`src/rtl/if_id_skid_buffer.sv`:
```
// Purpose     : IF/ID pipeline boundary. Valid/ready handshake, a main entry
//               that drives decode directly, and a one-deep skid behind it.
// Latency     : 1 active clock edge from accept to out_valid.
// Backpressure: in_ready = reset_n & ~skid_valid & ~flush. It does not depend on
//               out_ready, so a stall is absorbed by the skid entry.
//
// Ports:
//   clock, reset_n         stage clock; asynchronous active-low reset
//   in_valid/in_ready      fetch handshake; instruction, PC ride with in_valid
//   out_valid/out_ready    decode handshake; out_instruction, out_PC are registered
//   flush                  synchronous squash of every held entry; wins over accept/consume
//   occupancy              entries held (0..2)
//
// NEGEDGE_CAPTURE selects the edge that updates state (1 = falling, 0 = rising).
module if_id_skid_buffer #(
    parameter int                 INSTR_W         = 32,
    parameter int                 PC_W            = 32,
    parameter logic [INSTR_W-1:0] NOP_INSTR       = '0,
    parameter int                 NEGEDGE_CAPTURE = 1
) (
    input  logic               clock,
    input  logic               reset_n,
    input  logic               in_valid,
    output logic               in_ready,
    input  logic [INSTR_W-1:0] instruction,
    input  logic [PC_W-1:0]    PC,
    output logic               out_valid,
    input  logic               out_ready,
    output logic [INSTR_W-1:0] out_instruction,
    output logic [PC_W-1:0]    out_PC,
    input  logic               flush,
    output logic [1:0]         occupancy
);

    // The state encoding doubles as the occupancy count.
    typedef enum logic [1:0] {
        ST_EMPTY = 2'd0,
        ST_ONE   = 2'd1,
        ST_TWO   = 2'd2
    } state_e;

    localparam logic CAP_INV = (NEGEDGE_CAPTURE != 0);

    // One edge polarity for every flop. XOR with a constant reduces to a wire
    // or a single inverter, so all state shares one capture clock.
    logic cap_clk;
    assign cap_clk = clock ^ CAP_INV;

    state_e             state_q,      state_d;
    logic [INSTR_W-1:0] main_instr_q, main_instr_d;
    logic [PC_W-1:0]    main_pc_q,    main_pc_d;
    logic [INSTR_W-1:0] skid_instr_q, skid_instr_d;
    logic [PC_W-1:0]    skid_pc_q,    skid_pc_d;

    logic main_valid;
    logic skid_valid;
    logic accept;
    logic consume;

    // Valid bits come from the state, so they cannot disagree with occupancy.
    assign main_valid = (state_q != ST_EMPTY);
    assign skid_valid = (state_q == ST_TWO);

    // While reset_n is low, in_ready is forced to 0, so nothing is accepted.
    // During a flush, in_ready is also 0, so a fetch presented in that cycle
    // is not taken and fetch must re-present it.
    assign accept  = in_valid & in_ready;
    assign consume = main_valid & out_ready;

    // ------------------------------------------------------------------
    // State register (includes the entry payloads).
    // ------------------------------------------------------------------
    always_ff @(posedge cap_clk or negedge reset_n) begin
        if (!reset_n) begin
            state_q      <= ST_EMPTY;
            main_instr_q <= NOP_INSTR;
            main_pc_q    <= '0;
            skid_instr_q <= NOP_INSTR;
            skid_pc_q    <= '0;
        end else begin
            state_q      <= state_d;
            main_instr_q <= main_instr_d;
            main_pc_q    <= main_pc_d;
            skid_instr_q <= skid_instr_d;
            skid_pc_q    <= skid_pc_d;
        end
    end

    // ------------------------------------------------------------------
    // Next-state logic.
    // ------------------------------------------------------------------
    always_comb begin
        state_d      = state_q;
        main_instr_d = main_instr_q;
        main_pc_d    = main_pc_q;
        skid_instr_d = skid_instr_q;
        skid_pc_d    = skid_pc_q;

        if (flush) begin
            // A consume in the same cycle is ignored, so the entry counts as
            // squashed rather than delivered.
            state_d      = ST_EMPTY;
            main_instr_d = NOP_INSTR;
            main_pc_d    = '0;
            skid_instr_d = NOP_INSTR;
            skid_pc_d    = '0;
        end else begin
            unique case (state_q)
                ST_EMPTY: begin
                    if (accept) begin
                        state_d      = ST_ONE;
                        main_instr_d = instruction;
                        main_pc_d    = PC;
                    end
                end
                ST_ONE: begin
                    if (consume && accept) begin
                        main_instr_d = instruction;
                        main_pc_d    = PC;
                    end else if (consume) begin
                        // Clear the payload so decode sees a clean NOP/0.
                        state_d      = ST_EMPTY;
                        main_instr_d = NOP_INSTR;
                        main_pc_d    = '0;
                    end else if (accept) begin
                        // Decode is stalled. Park the new entry behind the
                        // main entry, which stays put to keep the order.
                        state_d      = ST_TWO;
                        skid_instr_d = instruction;
                        skid_pc_d    = PC;
                    end
                end
                ST_TWO: begin
                    // in_ready is 0 here, so only a consume can move the state.
                    if (consume) begin
                        state_d      = ST_ONE;
                        main_instr_d = skid_instr_q;
                        main_pc_d    = skid_pc_q;
                        skid_instr_d = NOP_INSTR;
                        skid_pc_d    = '0;
                    end
                end
                default: begin
                    // Unreachable encoding. Recover to a clean empty stage.
                    state_d      = ST_EMPTY;
                    main_instr_d = NOP_INSTR;
                    main_pc_d    = '0;
                    skid_instr_d = NOP_INSTR;
                    skid_pc_d    = '0;
                end
            endcase
        end
    end

    // ------------------------------------------------------------------
    // Outputs. out_* come straight from flops. in_ready is combinational
    // from reset_n, skid_valid and flush.
    // ------------------------------------------------------------------
    always_comb begin
        in_ready        = reset_n & ~skid_valid & ~flush;
        out_valid       = main_valid;
        out_instruction = main_instr_q;
        out_PC          = main_pc_q;
        occupancy       = state_q;
    end

endmodule

```
`config.mk`:
```
export PLATFORM = sky130hd
export DESIGN_NAME = if_id_skid_buffer
export DESIGN_NICKNAME = d
export VERILOG_FILES = /design/src/rtl/if_id_skid_buffer.sv
export SDC_FILE = /design/constraint.sdc
export NUM_CORES = 1
export LEC_CHECK = 0
export ABC_CLOCK_PERIOD_IN_PS = 2890
export CORE_MARGIN = 8
export CORE_UTILIZATION = 35
export CTS_CLUSTER_DIAMETER = 120
export DETAILED_ROUTE_END_ITERATION = 7
export PLACE_DENSITY = 0.67
export SYNTH_ARGS = -nofsm -noshare
export SYNTH_HDL_FRONTEND = slang
export SYNTH_SLANG_ARGS = --single-unit
```
`constraint.sdc`:
```
create_clock -name clock -period 2.89 [get_ports clock]
set_input_delay 0.578 -clock clock [delete_from_list [all_inputs] [get_ports clock]]
set_output_delay 0.578 -clock clock [all_outputs]
set_load 0.1 [all_outputs]
```
==> reports/metrics.cfg <==
[place]
cell_area_placed_sq_um = 10200
place.detailed.instances = 1010
dp_hpwl_microns = 13900
pre_cts_ws_ns = -0.860
gp_congestion = 0.823
number_of_input_and_output_port_buffers_inserted = 136

[global_route]
first_global_vias = 6490
antenna_violations_before_repair = 0
groute.usage.overall_pct = 19.0
grt_first_pass_wirelength_microns = 35700
globalRoute.totalOverflow = 0
grt_max_degree = 59

[synth]
synth-compound-area-share_pct = 22.8
ys_top_cells_by_area = dfrtn_1, mux2i_1, a22o_1
post_synth_fa_ha_maj_area_fraction_pct = 0
synth_area_per_cell_sq_um = 11.0
post_synth_num_cell_types = 31
syn_nets = 671
netlist_instances = 602
synth_xor_area_share_pct = 0
synthDominantAreaCellType = dfrtn_1
synth_top_family_by_area = compound AO/OA/AOI/OAI gates
synthesis.yosys.warnings = 0
synth.mux.area_fraction_pct = 9.69
synth-seq-area-share_pct = 49.2
synth.cell_area_sq_um = 6610
synth-simple-area-share_pct = 12.5
synthDominantCellAreaShare_pct = 49.2
ys_seq_elements = 130

[timing]
slew_headroom_pct = 45.2
rsz0062_at_grt = true
finalHoldViolations = 0
setup_tns_ns = -13.33
setup_ws_ns = -0.533
tightestPinTransition_ns = 0.821
finClkSkew_ns = 0.00549
fin_worst_hold_slack_ns = 0.486
timing_max_transition_violations_final = 0
setup_viol_count_final = 68

[detailed_routing]
routed_wl_microns = 22300
met2RoutedLength_microns = 11500
uppermost_layer_routed = met4
detailroute.via_count = 5940
remaining_antenna_violation_count_after_routing = 0
vias_per_cell = 5.45
wire_per_inst_microns = 20.4
drt-pass1-iter-count = 4
route.met3.wl_microns = 1080
wl_met1_microns = 9090
remaining_drc_errors = 0
detailedRoute.firstIterationViolations = 356

[critical_path]
top_delay_family_on_crit_path = flip-flops
cp.buffers_inverters = 1
end_kind = primary output
cp_data_required_time_ns = 2.31
crit_type = flip-flop to primary output
critical_path.max_fanout = 3
arr_time_crit_path_ns = 2.85
timing.critical_path.cells = nor2b_4, nor3b_4, buf_12
worst_path_max_delay_cell = dfrtn_1
timing.critical_path.slowest_cell_delay_ns = 0.51
critPathLaunchType = flip-flop

[floorplanning]
coreArea_sq_um = 18600
starting_density_of_the_core_pct = 35.4
floorplan.die.width_microns = 153
i_o_pins = 137
die-height_microns = 153
design.die.area_sq_um = 23500
num_rows = 50

[clock_tree]
clock_tree.buffer_depth = 2
clock_sinks = 130
cts.reportedPaths.clkPinSlew_ns = 0.04
cts_tree = yes
cts-htree-levels = 4
tritoncts.num_buffers = 17
clk-insertion-delay-late_ns = 0.39
cts.root.buffer_cell = clkbuf_16

[pwr]
p_leak_uw = 0.00465
vdd.ir_drop.worst_mv = 0.394
powerDensity_nw_per_um2 = 488

[finish]
final_nets = 913
seqCellArea_sq_um = 3250
finish.instance_area_sq_um = 11300
area_growth_syn_to_layout_pct = 71.4
antenna_cells = 0
final_cells = 1089
multiInputGateArea_sq_um = 3690
fillers = 1452
drive_above_1_share_pct = 44.6

[job]
maxCapViolations = 0

[outcome]
violations = setup timing
status = complete, but fails checks

[worst_hold_path]
hold_class = flip-flop to flip-flop

## placed cells by master (no fill, tap or decap), drive strengths merged
master,instances
a21o,1
a21oi,4
a22o,64
a22oi,1
a31o,1
and2,2
and3,1
and3b,1
buf,223
bufinv,2
clkbuf,25
clkdlybuf4s50,64
clkinv,4
dfrtn,130
mux2i,64
nand2,2
nand2b,63
nand3,63
nand3b,1
nor2,2
nor2b,2
nor3,1
nor3b,4
o21ai,63
o21bai,1
o22a,1
o2bb2ai,64
or2,1
## state kept, by name, indices dropped and copies added (netlist names)
signal           cells
occupancy            2
skid_pc_q           32
out_instruction     32
skid_instr_q        32
out_PC              32
## per-layer routing
layer  global-route usage (%)  vias to the layer above
met1                     22.1                     3008
met2                     32.9                      163
met4                     8.26                        0
met5                        0                        -
li1                         -                     2734
met3                     4.29                       35
## area by class of cell
class | instances | share of cell area (%)
flip-flops and latches | 130 | 28.7
repair buffers | 288 | 31.1
well taps | 234 | 2.59
multi-input cells | 407 | 32.6
clock inverters | 6 | 0.707
clock buffers | 24 | 4.25
## tightest hold or removal path: cells and delay by family, from the launching register on
family	cells	cell delay, ns
compound gates	1	0.10
simple gates	1	0.06
flops	1	0.40
## logic make-up (layout without fill, tap and decap cells)
group           after synthesis  after routing
compound gates              200            200
buf+inv                      65            318
flops                       130            130
simple gates                143            143
mux                          64             64
## where the power goes
part	total (uW)	internal [uW]	leakage (uW)	switching, uW
Sequential	1970	1900	0.00179	72.8
Combinational	1470	616	0.00258	849
Clock	2090	1320	0.000280	769
Total	5530	3840	0.00465	1690
## through the flow
step	util (%)	power, uW
4_1_cts	60.6	5570
3_3_place_gp	54.6	3350
5_1_grt	60.8	5730
3_5_place_dp	54.6	3370
2_1_floorplan	-	2740
6_report	60.8	5530
## worst paths after layout
kind / cells past startpoint / slack, ns / endpoint / startpoint
setup / recovery: 3 / -0.53 / in_ready / occupancy[0]
max in group asynchronous: 3 / 0.24 / out_PC[10] / reset_n
min in group asynchronous: 2 / 1.62 / out_instruction[5] / reset_n
hold reg to reg: 2 / 0.49 / skid_instr_q[13] / skid_instr_q[13]
setup reg to reg: 8 / 0.28 / out_instruction[9] / occupancy[0]
hold / removal: 2 / 0.49 / skid_instr_q[13] / skid_instr_q[13]
## synthesized netlist by cell type
master and number:
a21o_1 1, a21oi_1 3, a21oi_4 1, a22o_1 64, a22oi_1 1, a31o_2 1, and2_1 2, and3_1 1
and3b_1 1, buf_1 2, buf_2 21, buf_4 9, buf_6 10, clkbuf_1 23, dfrtn_1 130, mux2i_1 64
nand2_1 2, nand2b_1 63, nand3_1 63, nand3b_4 1, nor2_1 1, nor2_2 1, nor2b_1 2, nor3_1 1
nor3b_1 4, o21ai_0 53, o21ai_1 10, o21bai_1 1, o22a_1 1, o2bb2ai_1 64, or2_2 1
## timing repair
action | in CTS | in global routing
cloned | 7 | 1
pin swaps | 9 | 3
setup buffers | 37 | 8
endpoints found under the setup margin | 196 | 81
gates resized for setup | 27 | 2
hold buffers | 0 | 0
hold endpoints to repair | 0 | 0
No activity file was read; power rests on OpenSTA's default activity.
